### src/rtl/adc_stream_pkg.sv
// Shared types for the ADC frame stream: one frame is four samples, emitted as two AXIS beats.
package adc_stream_pkg;

  localparam int DEF_SAMPLE_W = 16;
  localparam int NUM_CH       = 4;

  // ch4 sits in the MSBs so the struct overlays ch_data bit-for-bit
  typedef struct packed {
    logic [DEF_SAMPLE_W-1:0] ch4;
    logic [DEF_SAMPLE_W-1:0] ch3;
    logic [DEF_SAMPLE_W-1:0] ch2;
    logic [DEF_SAMPLE_W-1:0] ch1;
  } frame_t;

  typedef enum logic [1:0] {
    IDLE  = 2'd0,
    BEAT0 = 2'd1,
    BEAT1 = 2'd2
  } beat_state_t;

  function automatic logic [2*DEF_SAMPLE_W-1:0] beat_lo(input frame_t f);
    return {f.ch2, f.ch1};
  endfunction

  function automatic logic [2*DEF_SAMPLE_W-1:0] beat_hi(input frame_t f);
    return {f.ch4, f.ch3};
  endfunction

endpackage

### src/rtl/frame_fifo.sv
// Synchronous frame FIFO; pointers carry one extra wrap bit so full/empty come from an MSB compare.
module frame_fifo
  import adc_stream_pkg::*;
#(
  parameter int DEPTH = 4
) (
  input  logic                     clk,
  input  logic                     rst_n,
  input  logic                     push,
  input  logic                     pop,
  input  frame_t                   din,
  output logic                     full,
  output logic                     empty,
  output logic [$clog2(DEPTH):0]   level,
  output frame_t                   head
);

  localparam int AW = $clog2(DEPTH);

  frame_t        r_mem [DEPTH];
  logic [AW:0]   r_wr_ptr;
  logic [AW:0]   r_rd_ptr;
  logic          w_ptr_match;

  always_ff @(posedge clk or negedge rst_n) begin
    if (!rst_n) begin
      r_wr_ptr <= '0;
      r_rd_ptr <= '0;
    end else begin
      if (push) r_wr_ptr <= r_wr_ptr + 1'b1;
      if (pop)  r_rd_ptr <= r_rd_ptr + 1'b1;
    end
  end

  // Storage is not reset; the packer never exposes a slot before it is written.
  always_ff @(posedge clk) begin
    if (push) r_mem[r_wr_ptr[AW-1:0]] <= din;
  end

  assign w_ptr_match = (r_wr_ptr[AW-1:0] == r_rd_ptr[AW-1:0]);
  assign full        = w_ptr_match && (r_wr_ptr[AW] != r_rd_ptr[AW]);
  assign empty       = w_ptr_match && (r_wr_ptr[AW] == r_rd_ptr[AW]);
  assign level       = r_wr_ptr - r_rd_ptr;
  assign head        = r_mem[r_rd_ptr[AW-1:0]];

endmodule

### src/rtl/adc_frame_packer.sv
// Buffers 4-channel ADC frames and streams each as two AXIS beats; counts frames lost to backpressure.
// state | meaning
// IDLE  | nothing to send, tvalid low
// BEAT0 | presenting {ch2,ch1} of head frame, tlast low
// BEAT1 | presenting {ch4,ch3} of head frame, tlast high; handshake pops
module adc_frame_packer
  import adc_stream_pkg::*;
#(
  parameter int SAMPLE_W   = DEF_SAMPLE_W,
  parameter int FIFO_DEPTH = 4,
  parameter int OVF_CNT_W  = 16
) (
  input  logic                            m_axis_aclk,
  input  logic                            m_axis_aresetn,
  input  logic                            enable,
  input  logic                            sample_valid,
  input  logic [NUM_CH*SAMPLE_W-1:0]      ch_data,
  input  logic                            clear_status,
  output logic                            m_axis_tvalid,
  input  logic                            m_axis_tready,
  output logic [2*SAMPLE_W-1:0]           m_axis_tdata,
  output logic                            m_axis_tlast,
  output logic [OVF_CNT_W-1:0]            ovf_count,
  output logic                            ovf_sticky,
  output logic [$clog2(FIFO_DEPTH):0]     fifo_level
);

  localparam int LVL_W = $clog2(FIFO_DEPTH) + 1;

  beat_state_t           r_state;
  beat_state_t           w_state_nxt;
  logic [OVF_CNT_W-1:0]  r_ovf_count;
  logic                  r_ovf_sticky;

  frame_t                w_frame_in;
  frame_t                w_head;
  logic                  w_full;
  logic                  w_empty;
  logic [LVL_W-1:0]      w_level;
  logic                  w_strobe;
  logic                  w_push;
  logic                  w_pop;
  logic                  w_drop;
  logic                  w_more;

  assign w_frame_in = frame_t'(ch_data);
  assign w_strobe   = sample_valid && enable;
  assign w_pop      = (r_state == BEAT1) && m_axis_tready;
  assign w_push     = w_strobe && (!w_full || w_pop);
  assign w_drop     = w_strobe && w_full && !w_pop;
  // A frame arriving during the final pop lands in the next head slot, so it counts as buffered.
  assign w_more     = (w_level > LVL_W'(1)) || w_push;

  frame_fifo #(
    .DEPTH (FIFO_DEPTH)
  ) u_fifo (
    .clk   (m_axis_aclk),
    .rst_n (m_axis_aresetn),
    .push  (w_push),
    .pop   (w_pop),
    .din   (w_frame_in),
    .full  (w_full),
    .empty (w_empty),
    .level (w_level),
    .head  (w_head)
  );

  always_ff @(posedge m_axis_aclk or negedge m_axis_aresetn) begin
    if (!m_axis_aresetn) begin
      r_state <= IDLE;
    end else begin
      r_state <= w_state_nxt;
    end
  end

  always_comb begin
    w_state_nxt = r_state;
    case (r_state)
      IDLE:    if (!w_empty) w_state_nxt = BEAT0;
      BEAT0:   if (m_axis_tready) w_state_nxt = BEAT1;
      BEAT1:   if (m_axis_tready) w_state_nxt = w_more ? BEAT0 : IDLE;
      default: w_state_nxt = IDLE;
    endcase
  end

  // Outputs decode only the state flop and the head slot, which cannot change while stalled.
  always_comb begin
    m_axis_tvalid = 1'b0;
    m_axis_tdata  = '0;
    m_axis_tlast  = 1'b0;
    case (r_state)
      BEAT0: begin
        m_axis_tvalid = 1'b1;
        m_axis_tdata  = beat_lo(w_head);
      end
      BEAT1: begin
        m_axis_tvalid = 1'b1;
        m_axis_tdata  = beat_hi(w_head);
        m_axis_tlast  = 1'b1;
      end
      default: ;
    endcase
  end

  always_ff @(posedge m_axis_aclk or negedge m_axis_aresetn) begin
    if (!m_axis_aresetn) begin
      r_ovf_count  <= '0;
      r_ovf_sticky <= 1'b0;
    end else if (clear_status) begin
      r_ovf_count  <= '0;
      r_ovf_sticky <= 1'b0;
    end else if (w_drop) begin
      r_ovf_sticky <= 1'b1;
      if (r_ovf_count != '1) r_ovf_count <= r_ovf_count + 1'b1;
    end
  end

  assign ovf_count  = r_ovf_count;
  assign ovf_sticky = r_ovf_sticky;
  assign fifo_level = w_level;

endmodule

### config.mk
export PLATFORM = sky130hd
export DESIGN_NAME = adc_frame_packer
export DESIGN_NICKNAME = d
export VERILOG_FILES = /design/src/rtl/adc_stream_pkg.sv /design/src/rtl/frame_fifo.sv /design/src/rtl/adc_frame_packer.sv
export SDC_FILE = /design/constraint.sdc
export NUM_CORES = 1
export LEC_CHECK = 0
export CORE_UTILIZATION = 56
export CTS_CLUSTER_DIAMETER = 50
export CTS_CLUSTER_SIZE = 30
export DETAILED_ROUTE_END_ITERATION = 16
export GPL_TIMING_DRIVEN = 1
export PLACE_DENSITY = 0.81
export SLEW_MARGIN = 10
export SYNTH_ARGS = -nofsm -noshare
export SYNTH_HDL_FRONTEND = slang
export SYNTH_SLANG_ARGS = --single-unit
### constraint.sdc
create_clock -name m_axis_aclk -period 5 [get_ports m_axis_aclk]
set_input_delay 0.5 -clock m_axis_aclk [delete_from_list [all_inputs] [get_ports m_axis_aclk]]
set_output_delay 0.5 -clock m_axis_aclk [all_outputs]
set_load 0.01 [all_outputs]
# After elaboration in Yosys (flattened, before gate mapping)
# Memory sizes are Yosys's and may differ from the RTL's.
# Cells that the tools add are included.
totals:
  reg_bits: 25
  ram_bits: 256
  out_inout_bits: 54
  wordCells: 52
  mem_count: 1
classes:
  n_addsub: 4
  order_cmp: 1
  n_eq_ne: 9
  mux: 15
  n_reduce_logical: 17
mem_list:
  columns: ["memory", "words", "width", "read_ports", "rd_ports_with_merged_regs", "write_ports", "line_no", "text"]
  rows:
  - ["u_fifo.r_mem", 4, 64, 1, 0, 1, "frame_fifo.sv:20", "frame_t r_mem [DEPTH];"]
op_table:
  columns: ["op", "count"]
  rows:
  - ["$pmux W32 S2", 1]
  - ["$mux W16", 3]
  - ["$add A16 B1 Y16 const B", 1]
  - ["$ne A16 B16 Y1 const B", 1]
  - ["$logic_and A1 B1 Y1", 7]
  - ["$mux W1", 7]
  - ["$add A3 B1 Y3 const B", 2]
  - ["$mux W2", 3]
  - ["$ne A2 B2 Y1 const B", 3]
  - ["$pmux W2 S3", 1]
  - ["$reduce_bool A2 Y1", 2]
  - ["$gt A3 B1 Y1 const B", 1]
  - ["$reduce_and A3 Y1", 1]
  - ["$sub A3 B3 Y3", 1]
  - ["$eq A2 B1 Y1 const B", 1]
  - ["$eq A2 B2 Y1", 1]
  - ["$eq A2 B2 Y1 const B", 1]
  - ["$logic_not A1 Y1", 2]
  - ["$logic_not A2 Y1", 1]
  - ["$logic_or A1 B1 Y1", 2]
  - ["$reduce_and A2 Y1", 1]
  - ["$reduce_or A2 Y1", 1]
  - ["$eq A1 B1 Y1", 1]
  - ["$ne A1 B1 Y1", 1]

# Depth between registers and ports, before layout
depth:
  depth_word: 9
  mapped_depth: 10

# Hierarchy
# From an unflattened synthesis, not the netlist that was laid out.
hier_totals:
  cells_unflattened: 565
  area_unflattened_um2: 11278.3
modules_own_cells:
  columns: ["module", "instances", "cells_per_inst", "area_each_um2", "seq_area_each_um2"]
  rows:
  - ["frame_fifo", 1, 371, 9643.0, 7837.5]
  - ["adc_frame_packer", 1, 194, 1635.3, 475.5]

# Worst setup path after synthesis
# Ideal clock, no wire load.
synth_timing:
  kind: "reg-to-reg"
  from: "register u_fifo.r_rd_ptr[1]"
  to: "memory u_fifo.r_mem[3][0] in the netlist's numbering, enable pin"
  setup_ns: 0.430
  t_arrival_ns: 3.488
  required_time_ns: 4.570
  path_slack_ns: 1.081
  path_stages_with_launch: 7
  period_less_slack_ns: 3.919
  cell_sequence: "dfrtp_1 > clkbuf_1 > clkbuf_1 > inv_1 > ha_1 > a41oi_1 > and2_1"
synth_between:
  elab_chain_cells: 7
synth_lines:
  columns: ["element", "line_no", "text"]
  rows:
  - ["start, declared", "frame_fifo.sv:22", "logic [AW:0] r_rd_ptr;"]
  - ["start signal, assigned", "frame_fifo.sv:31", "if (pop) r_rd_ptr <= r_rd_ptr + 1'b1;"]
  - ["$eq A2 B2 Y1", "frame_fifo.sv:40", "assign w_ptr_match = (r_wr_ptr[AW-1:0] == r_rd_ptr[AW-1:0]);"]
  - ["$logic_and A1 B1 Y1", "frame_fifo.sv:41", "assign full = w_ptr_match && (r_wr_ptr[AW] != r_rd_ptr[AW]);"]
  - ["$logic_not A1 Y1", "adc_frame_packer.sv:49", "assign w_push = w_strobe && (!w_full || w_pop);"]
  - ["$logic_or A1 B1 Y1", "adc_frame_packer.sv:49", null]
  - ["$logic_and A1 B1 Y1", "adc_frame_packer.sv:49", null]
  - ["$mux W1", "frame_fifo.sv:37", "if (push) r_mem[r_wr_ptr[AW-1:0]] <= din;"]
  - ["$mux W1 (not written as such)", "frame_fifo.sv:37", null]
  - ["end, declared", "frame_fifo.sv:20", null]
# Every way passes these cells.

# Worst setup path in the final report
layout_timing:
  from: "register u_fifo.r_rd_ptr[0]"
  to: "output m_axis_tdata[12]"
layout_between:
  elab_chain_cells: 2
layout_lines:
  columns: ["element", "line_no", "text"]
  rows:
  - ["$mem_v2 Z4 W64", null, null]
  - ["$pmux W32 S2", "adc_frame_packer.sv:91", "case (r_state)"]
  - ["end, declared", "adc_frame_packer.sv:21", "output logic [2*SAMPLE_W-1:0] m_axis_tdata,"]
# Every way passes these cells.

==> impl_metrics.yaml <==
status:
  status: "complete, but fails checks"
  violations: "hold timing"
sta:
  finalHoldViolations: 25
  fin_tns_setup_ps: 0
  finalCritPeriodShare: 0.749
  worst_clock_skew_ps: 21.4
  setup_viol: 0
  slew_violations: 0
  slew_headroom: 0.332
  min_period_ps: 3740
  fmax_mhz: 267
  whs_ps: -26.1
  rsz0062_at_grt: "no"
  tightest_slew_ps: 1000
  setup_ws_ps: 1260
route:
  post_drt_wl_per_cell_um: 22.7
  ant_nets: 0
  via_per_inst: 5.95
  postRouteWirelength_mm: 22.0
  drc_errors: 0
  drt_iter0_markers: 386
  via_count: 5749
  drtPass1Iterations: 5
final_layout:
  drive_gt1_frac: 0.174
  syn_to_final_growth_pct: 20.3
  most-common-layout-cells: "edfxtp_1, clkdlybuf4s50_1, mux4_2"
  layout_commonest_cell: "edfxtp_1"
  nets: 768
  final_cells: 967
  fin_util: 0.689
clock_network:
  cts_max_level: 1
  cts_hold_buf: 0
  tritoncts: "built"
  numCtsBuffers: 25
  cts_buffer_depth: 3
  clkSinkCount: 281
  cts_resized: 0
  clkSlewWorstSetupHoldPaths_ps: 60
  worstSkewPairLatency_ps: 530
  clockRootBuffer: "clkbuf_16"
  cts_setup_buffers: 0
global_routing:
  track_usage: 0.224
  grt_max_degree: 68
  grt_pass1_wl_mm: 33.8
  overflow: 0
  antenna_found_initial: 1
  grt_pass1_vias: 6240
yosys:
  async_flop_share: 0.0890
  synth.top_cell.area_share: 0.687
  avgSynthCellArea_um2: 20.0
  synth-seq-cells: 281
  synthFlopType: "edfxtp_1"
  ys_types: 38
  synth_xor_area_frac: 0.0124
  synth_compound_area_frac: 0.0369
  syn_inst: 560
  yosys.area.top_type: "edfxtp_1"
  yosysWarningCount: 0
  synthesis.nets: 644
  synth_top_family_by_area: "multiplexers"
  yosys.area_share.adder: 0.0163
  synth.area.top_cells: "edfxtp_1, mux4_2, dfrtp_1"
  yosysSeqAreaShare: 0.743
  synth.mux.area_fraction: 0.131
  yosys.area_share.simple: 0.0462
  synthesis.area_um2: 11200
  synth-edff-count: 256
setup_path:
  worstSetupPathType: "flop to output port"
  cp-end-kind: "output port"
  path_delay_family: "flip-flops"
  cpMaxStageDelayCell: "dfrtp_4"
  required_ps: 4500
  cp_num_buf_inv: 2
  cp_cell_sequence: "buf_4 > mux4_2 > a22oi_1 > nor2b_1 > clkdlybuf4s50_1"
  cp-start-kind: "flop"
  critical_path.max_stage_delay_ps: 930
  worst_ep_arrival_time_ps: 3240
  crit_fanout: 39
place:
  dp_cells: 922
  globalplace.congestion: 0.748
  port_buffers: 123
  place_hpwl_mm: 12.6
  dp_slack_ps: 1630
floorplan:
  die_area_um2: 20500
  ios: 124
  start_util: 0.573
  die_x_um: 143
  core_um2: 19500
  placementRows: 51
  die_h_um: 143
power_and_ir_drop:
  p_per_area_nw_per_um2: 534
  peakVddDrop_mv: 0.472
  p_leak_uw: 0.00434
min_path:
  min_path_type: "primary input to async pin"
flow_run:
  drv_cap: 0
## cell usage after synthesis, types with 2 or more instances
| master | number |
|---|---|
| a211oi_1 | 6 |
| a21oi_1 | 5 |
| a22oi_1 | 32 |
| and2_1 | 5 |
| and4_1 | 5 |
| buf_1 | 3 |
| buf_2 | 8 |
| clkbuf_1 | 18 |
| dfrtp_1 | 25 |
| edfxtp_1 | 256 |
| ha_1 | 13 |
| inv_1 | 8 |
| mux2_2 | 2 |
| mux4_2 | 64 |
| nand2_1 | 12 |
| nand3_1 | 5 |
| nand4_1 | 3 |
| nor2_1 | 16 |
| nor2b_1 | 33 |
| nor4b_1 | 2 |
| o21ai_0 | 4 |
| o31ai_1 | 4 |
| or3_1 | 2 |
| or4_1 | 3 |
| xnor2_1 | 12 |
| xor2_1 | 2 |
## path summary, 6_finish.rpt
check                                    from                 end  slack (ps)  cells past startpoint
setup / recovery           u_fifo.r_rd_ptr[0]    m_axis_tdata[12]        1260                      5
max in group asynchronous      m_axis_aresetn  u_fifo.r_rd_ptr[0]        4600                      1
hold / removal                 m_axis_aresetn        ovf_count[7]         -30                      1
hold reg to reg            u_fifo.r_wr_ptr[2]  u_fifo.r_wr_ptr[2]         520                      1
setup reg to reg           u_fifo.r_rd_ptr[0]  u_fifo.r_mem[1][3]        1660                      3
min in group m_axis_aclk   u_fifo.r_wr_ptr[2]  u_fifo.r_wr_ptr[2]         520                      1
## cell families after synthesis
group | count (synthesis)
compound gates | 56
xor+xnor | 15
fa+ha+maj | 14
buf+inv | 38
flops | 281
mux | 66
simple gates | 90
## layout make-up
| cell class | count | area, um^2 |
|---|---|---|
| Inverter | 8 | 30.0 |
| Clock inverter | 17 | 158 |
| Timing Repair Buffer | 127 | 1260 |
| Multi-Input combinational cell | 241 | 2730 |
| Fill cell | 1264 | 6060 |
| Antenna cell | 1 | 2.50 |
| Clock buffer | 27 | 633 |
| Sequential cell | 281 | 8320 |
| Tap cell | 265 | 332 |
## per-stage QoR
| step | hold WS, ps | instance area (um^2) | total power, uW |
|---|---|---|---|
| 2_1_floorplan | 204 | 11200 | 4500 |
| 3_3_place_gp | 502 | 12700 | 5330 |
| 3_5_place_dp | 514 | 12700 | 5400 |
| 4_1_cts | 523 | 13500 | 7260 |
| 5_1_grt | 19.3 | 13500 | 7490 |
| 6_report | -26.1 | 13500 | 7190 |
## worst reg2reg max path: cells and delay by family, from the launching register on
kind / cells / cell delay (ps)
AOI/OAI and AO/OA: 1 / 630
DFF: 1 / 930
and+or+nand+nor: 1 / 920
adders and majority gates: 1 / 420
## report_power, final
group	leakage [uW]	switching [uW]	total (uW)	internal [uW]
clock	0.000386	861	1860	998
sequential	0.00265	180	3050	2870
combinational	0.00130	1120	2280	1160
total	0.00434	2160	7190	5030
## routing by layer
layer	up-vias	wire length (um)	track usage
li1	2528	-	-
met3	28	1160	0.0350
met2	182	12000	0.400
met5	-	0	0
met4	0	418	0.0689
met1	3011	8460	0.283
## registers in the layout (all words and copies together) (netlist names)
name             cells
u_fifo.r_mem       256
ovf_count           16
u_fifo.r_rd_ptr      3
u_fifo.r_wr_ptr      3
r_state              2
ovf_sticky           1
Note: power is estimated with default switching activity, not from simulation.
